`src/rtl/bin_to_bcd_seq_if.sv`:
```
`default_nettype none
// ============================================================================
//  Module      : bin_to_bcd_seq_if
//  Description : Handshake bundle for the sequential binary-to-BCD converter.
//                Input side: in_valid/in_ready/bin_in.
//                Output side: out_valid/out_ready/bcd_out/overflow.
//                When SEG7_EN is defined it also carries seg_out.
//  Revision    : 1.0  initial release
// ============================================================================
interface bin_to_bcd_seq_if #(
    parameter int BIN_W  = 8,
    parameter int DIGITS = 3
);
    logic                  in_valid;
    logic                  in_ready;
    logic [BIN_W-1:0]      bin_in;
    logic                  out_valid;
    logic                  out_ready;
    logic [4*DIGITS-1:0]   bcd_out;
    logic                  overflow;
`ifdef SEG7_EN
    logic [7*DIGITS-1:0]   seg_out;
`endif

    // Producer/consumer side (drives the inputs, takes the results)
    modport master (
        output in_valid, bin_in, out_ready,
        input  in_ready, out_valid, bcd_out, overflow
`ifdef SEG7_EN
        , input seg_out
`endif
    );

    // Converter side
    modport slave (
        input  in_valid, bin_in, out_ready,
        output in_ready, out_valid, bcd_out, overflow
`ifdef SEG7_EN
        , output seg_out
`endif
    );
endinterface
`default_nettype wire

```
`src/rtl/bin_to_bcd_seq.sv`:
```
`default_nettype none
// ============================================================================
//  Module      : bin_to_bcd_seq
//  Description : Sequential double-dabble binary-to-BCD converter. One binary
//                bit is shifted into the BCD chain per cycle after each
//                nibble >= 5 is corrected by +3. Results are offered on a
//                valid/ready handshake. Optional macro SEG7_EN adds a
//                registered gfedcba seven-segment decode of every digit.
//  Revision    : 1.0  initial release
// ============================================================================
module bin_to_bcd_seq #(
    parameter int BIN_W  = 8,
    parameter int DIGITS = 3
) (
    input  wire logic            clk,
    input  wire logic            rst_n,
    bin_to_bcd_seq_if.slave      bus
);
    localparam int BCD_W = 4 * DIGITS;
    localparam int CNT_W = $clog2(BIN_W + 1);

    typedef enum logic [1:0] {
        S_IDLE  = 2'd0,
        S_SHIFT = 2'd1,
        S_DONE  = 2'd2
    } state_t;

    state_t             state_q, state_d;
    logic [BIN_W-1:0]   bin_q, bin_d;
    logic [BCD_W-1:0]   bcd_q, bcd_d;
    logic [CNT_W-1:0]   cnt_q, cnt_d;
    logic               ovf_q, ovf_d;

    logic [BCD_W-1:0]   w_bcd_adj;
    logic [BCD_W-1:0]   w_bcd_shift;
    logic               w_last_shift;

    // Add-3 correction applied independently to each nibble
    for (genvar i = 0; i < DIGITS; i++) begin : g_adj
        assign w_bcd_adj[4*i +: 4] = (bcd_q[4*i +: 4] >= 4'd5) ?
                                     (bcd_q[4*i +: 4] + 4'd3) : bcd_q[4*i +: 4];
    end

    // Corrected chain shifted left with the next binary bit entering at bit 0
    assign w_bcd_shift  = {w_bcd_adj[BCD_W-2:0], bin_q[BIN_W-1]};
    assign w_last_shift = (state_q == S_SHIFT) && (cnt_q == CNT_W'(1));

    // Next-state and datapath update for the accept / shift / hand-off flow
    always_comb begin
        state_d = state_q;
        bin_d   = bin_q;
        bcd_d   = bcd_q;
        cnt_d   = cnt_q;
        ovf_d   = ovf_q;
        case (state_q)
            S_IDLE: begin
                if (bus.in_valid) begin
                    bin_d   = bus.bin_in;
                    bcd_d   = '0;
                    ovf_d   = 1'b0;
                    cnt_d   = CNT_W'(BIN_W);
                    state_d = S_SHIFT;
                end
            end
            S_SHIFT: begin
                bcd_d = w_bcd_shift;
                bin_d = {bin_q[BIN_W-2:0], 1'b0};
                // The bit pushed out of the top digit means the value overflowed
                ovf_d = ovf_q | w_bcd_adj[BCD_W-1];
                cnt_d = cnt_q - CNT_W'(1);
                if (w_last_shift) begin
                    state_d = S_DONE;
                end
            end
            S_DONE: begin
                if (bus.out_ready) begin
                    state_d = S_IDLE;
                end
            end
            default: state_d = S_IDLE;
        endcase
    end

    // State and datapath registers
    always_ff @(posedge clk or negedge rst_n) begin
        if (!rst_n) begin
            state_q <= S_IDLE;
            bin_q   <= '0;
            bcd_q   <= '0;
            cnt_q   <= '0;
            ovf_q   <= 1'b0;
        end else begin
            state_q <= state_d;
            bin_q   <= bin_d;
            bcd_q   <= bcd_d;
            cnt_q   <= cnt_d;
            ovf_q   <= ovf_d;
        end
    end

    assign bus.in_ready  = (state_q == S_IDLE);
    assign bus.out_valid = (state_q == S_DONE);
    assign bus.bcd_out   = bcd_q;
    assign bus.overflow  = ovf_q;

`ifdef SEG7_EN
    logic [7*DIGITS-1:0] seg_q, seg_d;
    logic [7*DIGITS-1:0] w_seg_next;

    function automatic logic [6:0] seg_decode(input logic [3:0] d);
        case (d)
            4'd0:    seg_decode = 7'b0111111;
            4'd1:    seg_decode = 7'b0000110;
            4'd2:    seg_decode = 7'b1011011;
            4'd3:    seg_decode = 7'b1001111;
            4'd4:    seg_decode = 7'b1100110;
            4'd5:    seg_decode = 7'b1101101;
            4'd6:    seg_decode = 7'b1111101;
            4'd7:    seg_decode = 7'b0000111;
            4'd8:    seg_decode = 7'b1111111;
            4'd9:    seg_decode = 7'b1101111;
            default: seg_decode = 7'b0000000;
        endcase
    endfunction

    // Decode the final chain so segments change on the same edge as bcd_out
    for (genvar i = 0; i < DIGITS; i++) begin : g_seg
        assign w_seg_next[7*i +: 7] = seg_decode(w_bcd_shift[4*i +: 4]);
    end

    // Segment register loads only on the last shift
    always_comb begin
        seg_d = seg_q;
        if (w_last_shift) begin
            seg_d = w_seg_next;
        end
    end

    // Segment pattern register
    always_ff @(posedge clk or negedge rst_n) begin
        if (!rst_n) begin
            seg_q <= '0;
        end else begin
            seg_q <= seg_d;
        end
    end

    assign bus.seg_out = seg_q;
`endif

endmodule
`default_nettype wire

```
`src/flat_wrapper.sv`:
```
// flat-port wrapper written by rule: the top's interface ports become plain ports
module bin_to_bcd_seq_flat 
#(
    parameter int BIN_W  = 8,
    parameter int DIGITS = 3
)
  (clk, rst_n, bus_in_valid, bus_bin_in, bus_out_ready, bus_in_ready, bus_out_valid, bus_bcd_out, bus_overflow);
  bin_to_bcd_seq_if #(.BIN_W(BIN_W), .DIGITS(DIGITS)) bus_i ();
  input  wire logic clk;
  input  wire logic rst_n;
  input wire logic [$bits(bus_i.in_valid)-1:0] bus_in_valid;
  input wire logic [$bits(bus_i.bin_in)-1:0] bus_bin_in;
  input wire logic [$bits(bus_i.out_ready)-1:0] bus_out_ready;
  output wire logic [$bits(bus_i.in_ready)-1:0] bus_in_ready;
  output wire logic [$bits(bus_i.out_valid)-1:0] bus_out_valid;
  output wire logic [$bits(bus_i.bcd_out)-1:0] bus_bcd_out;
  output wire logic [$bits(bus_i.overflow)-1:0] bus_overflow;
  assign bus_i.in_valid = bus_in_valid;
  assign bus_i.bin_in = bus_bin_in;
  assign bus_i.out_ready = bus_out_ready;
  assign bus_in_ready = bus_i.in_ready;
  assign bus_out_valid = bus_i.out_valid;
  assign bus_bcd_out = bus_i.bcd_out;
  assign bus_overflow = bus_i.overflow;
  bin_to_bcd_seq #(.BIN_W(BIN_W), .DIGITS(DIGITS)) u_core (.clk(clk), .rst_n(rst_n), .bus(bus_i));
endmodule
```
`config.mk`:
```
export PLATFORM = sky130hd
export DESIGN_NAME = bin_to_bcd_seq_flat
export DESIGN_NICKNAME = d
export VERILOG_FILES = /design/src/rtl/bin_to_bcd_seq_if.sv /design/src/rtl/bin_to_bcd_seq.sv /design/src/flat_wrapper.sv
export SDC_FILE = /design/constraint.sdc
export NUM_CORES = 1
export LEC_CHECK = 0
export ABC_AREA = 1
export ABC_CLOCK_PERIOD_IN_PS = 1800
export CORE_UTILIZATION = 25
export CTS_CLUSTER_SIZE = 24
export DETAILED_ROUTE_END_ITERATION = 16
export GPL_TIMING_DRIVEN = 0
export PLACE_DENSITY = 0.41
export SLEW_MARGIN = 0
export SYNTH_ARGS = -nofsm -noshare
export SYNTH_HDL_FRONTEND = slang
export SYNTH_SLANG_ARGS = --single-unit
```
`constraint.sdc`:
```
create_clock -name clk -period 1.8 [get_ports clk]
set_clock_uncertainty 0.1 [all_clocks]
set_input_delay 0.27 -clock clk [delete_from_list [all_inputs] [get_ports clk]]
set_output_delay 0.27 -clock clk [all_outputs]
set_load 0.05 [all_outputs]
```
==> Word-level counts from Yosys, hierarchy flattened <==
Cells that the tools add are included.
{ "word_totals": {"ff_bits": 27, "elab_cells": 39, "input_bits": 12, "output_inout_bits": 15} }
{ "classes": {"n_eq_ne": 6, "mux": 15, "magnitude_cmp": 3, "n_bitwise": 1, "reduce_logical": 5, "n_addsub": 4} }
{ "ops": {"columns": ["operator", "n"], "rows": [
  ["12-bit case mux with 2 select lines", 1],
  ["4-bit 2-to-1 mux", 4],
  ["8-bit case mux with 2 select lines", 1],
  ["4-bit by 2-bit adder with 4-bit output (second input constant)", 3],
  ["4-bit by 3-bit >= comparator with 1-bit output (second input constant)", 3],
  ["12-bit 2-to-1 mux", 1],
  ["8-bit 2-to-1 mux", 1],
  ["4-bit case mux with 2 select lines", 1],
  ["2-bit 2-to-1 mux", 3],
  ["2-bit case mux with 3 select lines", 1],
  ["4-bit by 1-bit == test with 1-bit output (second input constant)", 1],
  ["2-bit inequality test (second input constant)", 2],
  ["4-bit by 1-bit subtractor with 4-bit output (second input constant)", 1],
  ["3-bit AND reduction", 1],
  ["2-bit by 1-bit == test with 1-bit output (second input constant)", 1],
  ["2-bit == test (second input constant)", 1],
  ["2-bit logical NOT", 1],
  ["2-bit by 1-bit inequality test with 1-bit output (second input constant)", 1],
  ["1-bit case mux with 2 select lines", 1],
  ["2-bit AND reduction", 1],
  ["2-bit nonzero test", 1],
  ["1-bit logical AND", 1],
  ["1-bit 2-to-1 mux", 1],
  ["1-bit bitwise OR", 1]
]} }

==> Longest topological paths before layout <==
Gate-level depths: netlist (run 1).
{ "depth": {"ltp_word": 4, "mapped_depth": 8, "depth_no_buf": 8} }

==> Worst setup path after synthesis (run 1) <==
OpenSTA, ideal clock, no wires.
{ "synth_path": {"path_kind": "register to register", "start": "reg u_core.bcd_q[4] (netlist: u_core.bus.bcd_out[4])", "end": "reg u_core.bcd_q[5] (netlist: u_core.bus.bcd_out[5])", "arrival_time_ps": 1521, "required_time_ps": 1582, "setup_time_ps": 118, "setup_slack_ps": 61, "period_less_slack_ps": 1739, "path_stages_with_launch": 9, "path_buffers": 0, "path_cell_list": "dfrtp_1 > inv_1 > ha_1 > inv_1 > nand2_1 > nand3_1 > nand2_1 > nand3_1 > nand2_1"} }
{ "synth_between": {"elab_chain_cells": 3, "elab_cells_between_ends": 4, "cone_classes": "1 x add/sub; 1 x order compare; 2 x mux"} }
{ "synth_rtl": {"columns": ["element", "line", "source"], "rows": [
  ["start, declared", "bin_to_bcd_seq.sv:30", "logic [BCD_W-1:0] bcd_q, bcd_d;"],
  ["start signal, assigned", "bin_to_bcd_seq.sv:89", "bcd_q <= '0;"],
  ["start signal, assigned", "bin_to_bcd_seq.sv:95", "bcd_q <= bcd_d;"],
  ["4-bit by 2-bit adder with 4-bit output or 4-bit by 3-bit >= comparator with 1-bit output (tied branches)", "bin_to_bcd_seq.sv:41, bin_to_bcd_seq.sv:40", null],
  ["4-bit 2-to-1 mux *", "bin_to_bcd_seq.sv:40", "assign w_bcd_adj[4*i +: 4] = (bcd_q[4*i +: 4] >= 4'd5) ?"],
  ["12-bit case mux with 2 select lines *", "bin_to_bcd_seq.sv:55", "case (state_q)"]
]} }
Mark *: on every way between the ends. The rest lies on a longest branch, timed or not.
A chain may end at the register's enable or synchronous reset.

==> Final worst setup path (run 1) <==
{ "layout_path": {"start": "reg u_core.state_q[0]", "end": "out bus_in_ready"} }
{ "layout_between": {"elab_chain_cells": 1} }
{ "layout_rtl": {"columns": ["element", "line", "source"], "rows": [
  ["start, declared", "bin_to_bcd_seq.sv:28", "state_t state_q, state_d;"],
  ["start signal, assigned", "bin_to_bcd_seq.sv:93", "state_q <= state_d;"],
  ["2-bit logical NOT", "bin_to_bcd_seq.sv:101", "assign bus.in_ready = (state_q == S_IDLE);"],
  ["end, declared", "flat_wrapper.sv:14", "output wire logic [$bits(bus_i.in_ready)-1:0] bus_in_ready;"]
]} }
Every way passes these cells.

==> flow_summary.toml, run 1 <==
[timing]
timing.final.hold_violations = 0
post-route-min-period_ns = 1.70
worst_slew_pin_slew_ns = 0.669
timing.slew.headroom = 0.554
clock.fmax_ghz = 0.587
finalCritPeriodShare = 0.946
grt_setup_unrepaired = "no"
timing.final.max_slew_violations = 0
finalSetupViolCount = 0

[clock_network]
clkLatencyLatePin_ns = 0.28
cts_buffers = 3
clockBufferDepth = 2
post-cts-setup-buffers = 0
cts.htree.levels = 1
clockRootBuffer = "sky130_fd_sc_hd__clkbuf_8"
clk_pin_slew_worst_paths_ns = 0.10
tritoncts_clock_tree = "done"
cts.sinks = 27

[grt]
grt_max_degree = 28
antenna_found_initial = 0
via_count_of_the_first_global_routing_pass = 1326
globalRoute.totalOverflow = 0
grtUsageTotal = 0.132
grt_first_pass_wirelength_um = 6500

[critical_path]
worstSetupEndpointType = "output port"
worst_ep_arrival_time_ns = 1.33
regToRegStartpoint = "u_core.bus.bcd_out[4]"
crit_fanout = 3
worstPathRequired_ns = 1.43
worstSetupPathType = "reg -> out"
setup.worst_path.start_class = "flop"
critPathLaunch = "u_core.state_q[0]"

[logic_synthesis]
most_repeated_cell_in_the_gate_level_netlist_after_synthesis = "sky130_fd_sc_hd__nand2_1"
synthDistinctLibCells = 25
synth_area_per_cell_um2 = 8.32
synth_warnings = 0
synth_mux_area_frac = 0
yosys-top-cells-area = "sky130_fd_sc_hd__dfrtp_1 (43%), sky130_fd_sc_hd__nand2_1 (16%), sky130_fd_sc_hd__nand3_1 (6.7%)"
ys_ff_latch = 27
synth.top_cell.area_share = 0.428
synth_flop_cell = "sky130_fd_sc_hd__dfrtp_1"
synth_top_family_by_area = "simple AND/OR/NAND/NOR gates"
synth_adder_area_share = 0.0633
synthesis.area_um2 = 1580
async_reset_ff_frac = 1.00
syn_nets = 210
post_synth_most_frequent_cells = "sky130_fd_sc_hd__nand2_1 (67), sky130_fd_sc_hd__dfrtp_1 (27), sky130_fd_sc_hd__nand3_1 (21), sky130_fd_sc_hd__inv_1 (20), sky130_fd_sc_hd__ha_1 (8)"
number_of_flops_mapped_to_enable_cells_by_yosys = 0
synth_cells = 190
sequential_to_total_area_share_from_yosys_stat = 0.428
synth_largest_area_cell = "sky130_fd_sc_hd__dfrtp_1"
yosys.area_share.simple = 0.316
xor_xnor_portion_of_the_synthesized_cell_area = 0
synth-compound-area-share = 0.0934

[final_layout]
insertedDiodeCount = 0
fin_util = 0.326
num-nets-final = 242
layout-drive-gt1-share = 0.113
flow.area_growth_from_synthesis_pct = 24.2
post-route-cell-area_um2 = 1960

[outcome]
run_status = "finished clean"

[route]
route.vias.total = 1290
drtIter0Drc = 41
met3_wl_um = 133
antenna_violating_nets_post_route = 0
route.met2.wl_um = 1640
route.final.wire_length_um = 3750
highest_layer = "met4"
vias_per_cell = 4.36
dr.pass1.iters = 4
met1Wirelength_um = 1950
post-route-drc-count = 0
routedWlPerCell_um = 12.7

[floorplan]
pin_count = 27
floorplan.rows = 28
die-area_um2 = 6640
die_width_um = 81.5
floorplan.die.height_um = 81.5
floorplan.initialDensity = 0.262
coreArea_um2 = 6030

[min_path]
holdCritStartpoint = "u_core.bin_q[0]"
hold_class = "reg -> reg"

[power]
switching_share = 0.520
pwr-share-clk = 0.096
power.share.combinational = 0.619
internal_power_mw = 1.86
power.density_nw_per_um2 = 1980
net-switching-power_mw = 2.02
seq_power_share = 0.284
p_total_mw = 3.88
power.leakage_nw = 1.01
vdd_ir_drop_max_mv = 0.682

[flow_run]
maxCapViolCount = 0

[place]
place_area_um2 = 1930
gp_congestion = 0.784
io_buffers = 26
place_hpwl_um = 2600
[kinds of logic (layout without fill, tap and decap cells)]
logic type | count (synthesis) | count (layout)
DFF | 27 | 27
buffers and inverters | 28 | 59
and+or+nand+nor | 108 | 108
AOI/OAI and AO/OA | 19 | 19
adders and majority gates | 8 | 8
[state kept, by name, summed over array words and instances (netlist names)]
signal	cells
u_core.bin_q	8
u_core.bus.bcd_out	12
u_core.bus.overflow	1
u_core.cnt_q	4
u_core.state_q	2
[layout by cell type (no fill, tap or decap), types with 2 or more instances in the layout]
| cell type | instances |
|---|---|
| sky130_fd_sc_hd__o21ai_0 | 3 |
| sky130_fd_sc_hd__buf_12 | 2 |
| sky130_fd_sc_hd__o211ai_2 | 2 |
| sky130_fd_sc_hd__o21ai_1 | 4 |
| sky130_fd_sc_hd__buf_6 | 2 |
| sky130_fd_sc_hd__o22ai_1 | 3 |
| sky130_fd_sc_hd__inv_2 | 3 |
| sky130_fd_sc_hd__clkbuf_8 | 3 |
| sky130_fd_sc_hd__dfrtp_1 | 27 |
| sky130_fd_sc_hd__nand4_1 | 6 |
| sky130_fd_sc_hd__nor2_1 | 6 |
| sky130_fd_sc_hd__nand3_1 | 21 |
| sky130_fd_sc_hd__a21oi_1 | 2 |
| sky130_fd_sc_hd__nand2_4 | 4 |
| sky130_fd_sc_hd__ha_1 | 8 |
| sky130_fd_sc_hd__o22ai_2 | 2 |
| sky130_fd_sc_hd__clkdlybuf4s50_1 | 10 |
| sky130_fd_sc_hd__nand2_1 | 67 |
| sky130_fd_sc_hd__dlygate4sd2_1 | 13 |
| sky130_fd_sc_hd__inv_1 | 20 |
[path summary, 6_finish.rpt]
check	end	slack, ns	cells past startpoint
hold reg to reg	u_core.bin_q[0]	0.39	2
setup reg to reg	u_core.bus.bcd_out[6]	0.34	8
hold / removal	u_core.bin_q[0]	0.39	2
max in group asynchronous	u_core.bus.bcd_out[9]	0.72	2
setup / recovery	bus_in_ready	0.1	2
min in group asynchronous	u_core.state_q[1]	0.45	2
[per-stage QoR]
step	cells	hold slack [ns]	setup slack, ns	setup TNS (ns)
2_1_floorplan	190	-0.126	0.0609	0
3_3_place_gp	291	0.371	-0.248	-6.67
3_5_place_dp	291	0.256	0.0324	0
4_1_cts	296	0.394	0.00301	0
5_1_grt	296	0.419	0.0158	0
6_report	296	0.386	0.0968	0
[power groups by stage]
stage | combinational (mW) | clock (mW) | sequential (mW)
after floorplan | 1.45 | 0 | 1.52
after global placement | 2.53 | 0 | 1.13
after detailed placement | 2.53 | 0 | 1.13
after CTS | 2.45 | 0.393 | 1.11
after global routing | 2.72 | 0.418 | 1.16
final | 2.40 | 0.373 | 1.10
[area by class of cell]
type / instances / area, um2
clock buffers: 4 / 45.0
multi-input cells: 135 / 747
repair buffers: 27 / 244
plain buffers: 4 / 62.6
well taps: 75 / 93.8
inverters: 24 / 95.1
flip-flops and latches: 27 / 676
fillers: 688 / 4060
[what timing repair did]
action                     CTS  global route
setup endpoints to repair   15             2
hold buffers                 1             0
pin swaps                    0             0
resized for setup           16             2
hold endpoints to repair    27             0
[critical path: stages, from the launching register on]
cell and delay (ns):
sky130_fd_sc_hd__dfrtp_1 0.43, sky130_fd_sc_hd__nor2_1 0.12, sky130_fd_sc_hd__clkdlybuf4s15_1 0.51
[routing by layer]
layer,vias to the layer above,track usage
met3,2,0.0367
li1,679,-
met5,-,0
met1,589,0.182
met2,20,0.202
met4,0,0.0286
No activity file was read; power rests on OpenSTA's default activity.
==> run 2: changes to the inputs <==
--- a/config.mk
+++ b/config.mk
@@ -11,7 +11,7 @@
 export CTS_CLUSTER_SIZE = 24
 export DETAILED_ROUTE_END_ITERATION = 16
 export GPL_TIMING_DRIVEN = 0
-export PLACE_DENSITY = 0.41
+export PLACE_DENSITY = 0.5
 export SLEW_MARGIN = 0
 export SYNTH_ARGS = -nofsm -noshare
 export SYNTH_HDL_FRONTEND = slang
==> flow_summary.toml, run 2 (synthesis results as in run 1) <==
[critical_path]
setup.worst_path.start_class = "flop"
worst_ep_arrival_time_ns = 1.33
worstPathRequired_ns = 1.43
worstSetupPathType = "reg -> out"
worstSetupEndpointType = "output port"
crit_fanout = 3

[clock_network]
cts.htree.levels = 1
clockRootBuffer = "sky130_fd_sc_hd__clkbuf_8"
cts_buffers = 3
tritoncts_clock_tree = "done"
clk_pin_slew_worst_paths_ns = 0.09
clkLatencyLatePin_ns = 0.27
clockBufferDepth = 2
cts.sinks = 27

[floorplan]
floorplan.rows = 28
coreArea_um2 = 6030
pin_count = 27
die-area_um2 = 6640
floorplan.die.height_um = 81.5
floorplan.initialDensity = 0.262
die_width_um = 81.5

[final_layout]
fin_util = 0.326
num-fill-cells = 667
flow.area_growth_from_synthesis_pct = 24.2
layoutNonFillerInstCount = 296
layout.cells.most_common = "sky130_fd_sc_hd__nand2_1"
number_of_flip_flops_in_the_largest_register = 12
register_area_um2 = 676
multi_input_area_um2 = 747
layout-drive-gt1-share = 0.113
layout_common_cells = "sky130_fd_sc_hd__nand2_1 (67), sky130_fd_sc_hd__dfrtp_1 (27), sky130_fd_sc_hd__nand3_1 (21)"
insertedDiodeCount = 0
num-nets-final = 242

[grt]
globalRoute.totalOverflow = 0
grt_first_pass_wirelength_um = 5970
antenna_found_initial = 0
grt_max_degree = 28
via_count_of_the_first_global_routing_pass = 1229
grtUsageTotal = 0.118

[power]
seq_power_share = 0.289
switching_share = 0.515
power.density_nw_per_um2 = 1960
internal_power_mw = 1.86
power.leakage_nw = 1.01
pwr-share-clk = 0.090
net-switching-power_mw = 1.98
vdd_ir_drop_max_mv = 0.685
p_total_mw = 3.84
power.share.combinational = 0.621

[route]
dr.pass1.iters = 4
route.final.wire_length_um = 3480
antenna_violating_nets_post_route = 0
vias_per_cell = 4.46
drtIter0Drc = 51
routedWlPerCell_um = 11.8
route.vias.total = 1320
post-route-drc-count = 0

[flow_run]
maxCapViolCount = 0

[timing]
final_critical_path_setup_slack_ns = 0.101
timing.final.hold_violations = 0
worst_slew_pin_slew_ns = 0.634
finalCritPeriodShare = 0.944
timing.final.max_slew_violations = 0
grt_setup_unrepaired = "no"
clock.fmax_ghz = 0.589
post-route-min-period_ns = 1.70
timing.slew.headroom = 0.578
finalSetupViolCount = 0

[place]
dpl_worst_slack_ns = -0.150
place_hpwl_um = 2510
io_buffers = 26
gp_congestion = 0.822
dpl.cell_count = 291

[outcome]
run_status = "finished clean"

[min_path]
hold_class = "reg -> reg"
==> run 2: cell counts in the layout (fill, tap and decap cells not counted) <==
No cell type changed its count.
==> run 2: routing by layer <==
layer / routed length (um) / track usage / share of wire
met5: 0 / 0 / 0
met4: 15 / 0.0161 / 0.0043
met3: 128 / 0.0267 / 0.037
met2: 1560 / 0.178 / 0.45
met1: 1780 / 0.172 / 0.51
==> run 2: final cells by class <==
class / instances / area share
inverters: 24 / 0.0484
multi-input cells: 135 / 0.380
flip-flops and latches: 27 / 0.344
clock buffers: 4 / 0.0229
repair buffers: 27 / 0.124
plain buffers: 4 / 0.0319
well taps: 75 / 0.0478
==> run 2: power by group through the flow <==
stage	Combinational [mW]	Sequential, mW	Clock [mW]
floorplan	1.45	1.52	0
global placement	2.49	1.13	0
detailed placement	2.51	1.13	0
CTS	2.42	1.11	0.375
global route	2.69	1.16	0.386
finish	2.39	1.11	0.344
==> run 2: worst paths after layout <==
| path | from | to | slack, ns | cells past startpoint |
|---|---|---|---|---|
| worst max register to register | u_core.bus.bcd_out[4] | u_core.bus.bcd_out[5] | 0.35 | 8 |
| max in group asynchronous | rst_n | u_core.bin_q[3] | 0.74 | 2 |
| worst min-delay path | u_core.bin_q[0] | u_core.bin_q[0] | 0.39 | 2 |
| worst max-delay path | u_core.state_q[0] | bus_in_ready | 0.10 | 2 |
| min in group asynchronous | rst_n | u_core.bus.bcd_out[3] | 0.45 | 2 |
| worst min register to register | u_core.bin_q[0] | u_core.bin_q[0] | 0.39 | 2 |
==> run 2: what timing repair did <==
item / in CTS / in global routing
gates resized for setup: 15 / 3
endpoints found under the hold margin: 0 / 27
pin swaps: 0 / 0
setup endpoints to repair: 15 / 2
gates cloned: 0 / 0
hold buffers: 0 / 1
setup buffers: 0 / 0
==> run 2: critical path: stages (launching register included) <==
cell and delay, ns:
sky130_fd_sc_hd__dfrtp_1 0.43, sky130_fd_sc_hd__nor2_1 0.12, sky130_fd_sc_hd__clkdlybuf4s15_1 0.51
==> run 2: metrics by stage <==
stage | TNS [ns] | area [um2] | hold WS, ns
global route | 0 | 1960 | 0.416
floorplan | 0 | 1580 | -0.126
detailed placement | -3.99 | 1930 | 0.373
CTS | 0 | 1960 | 0.398
finish | 0 | 1960 | 0.390
global placement | -4.35 | 1930 | 0.367
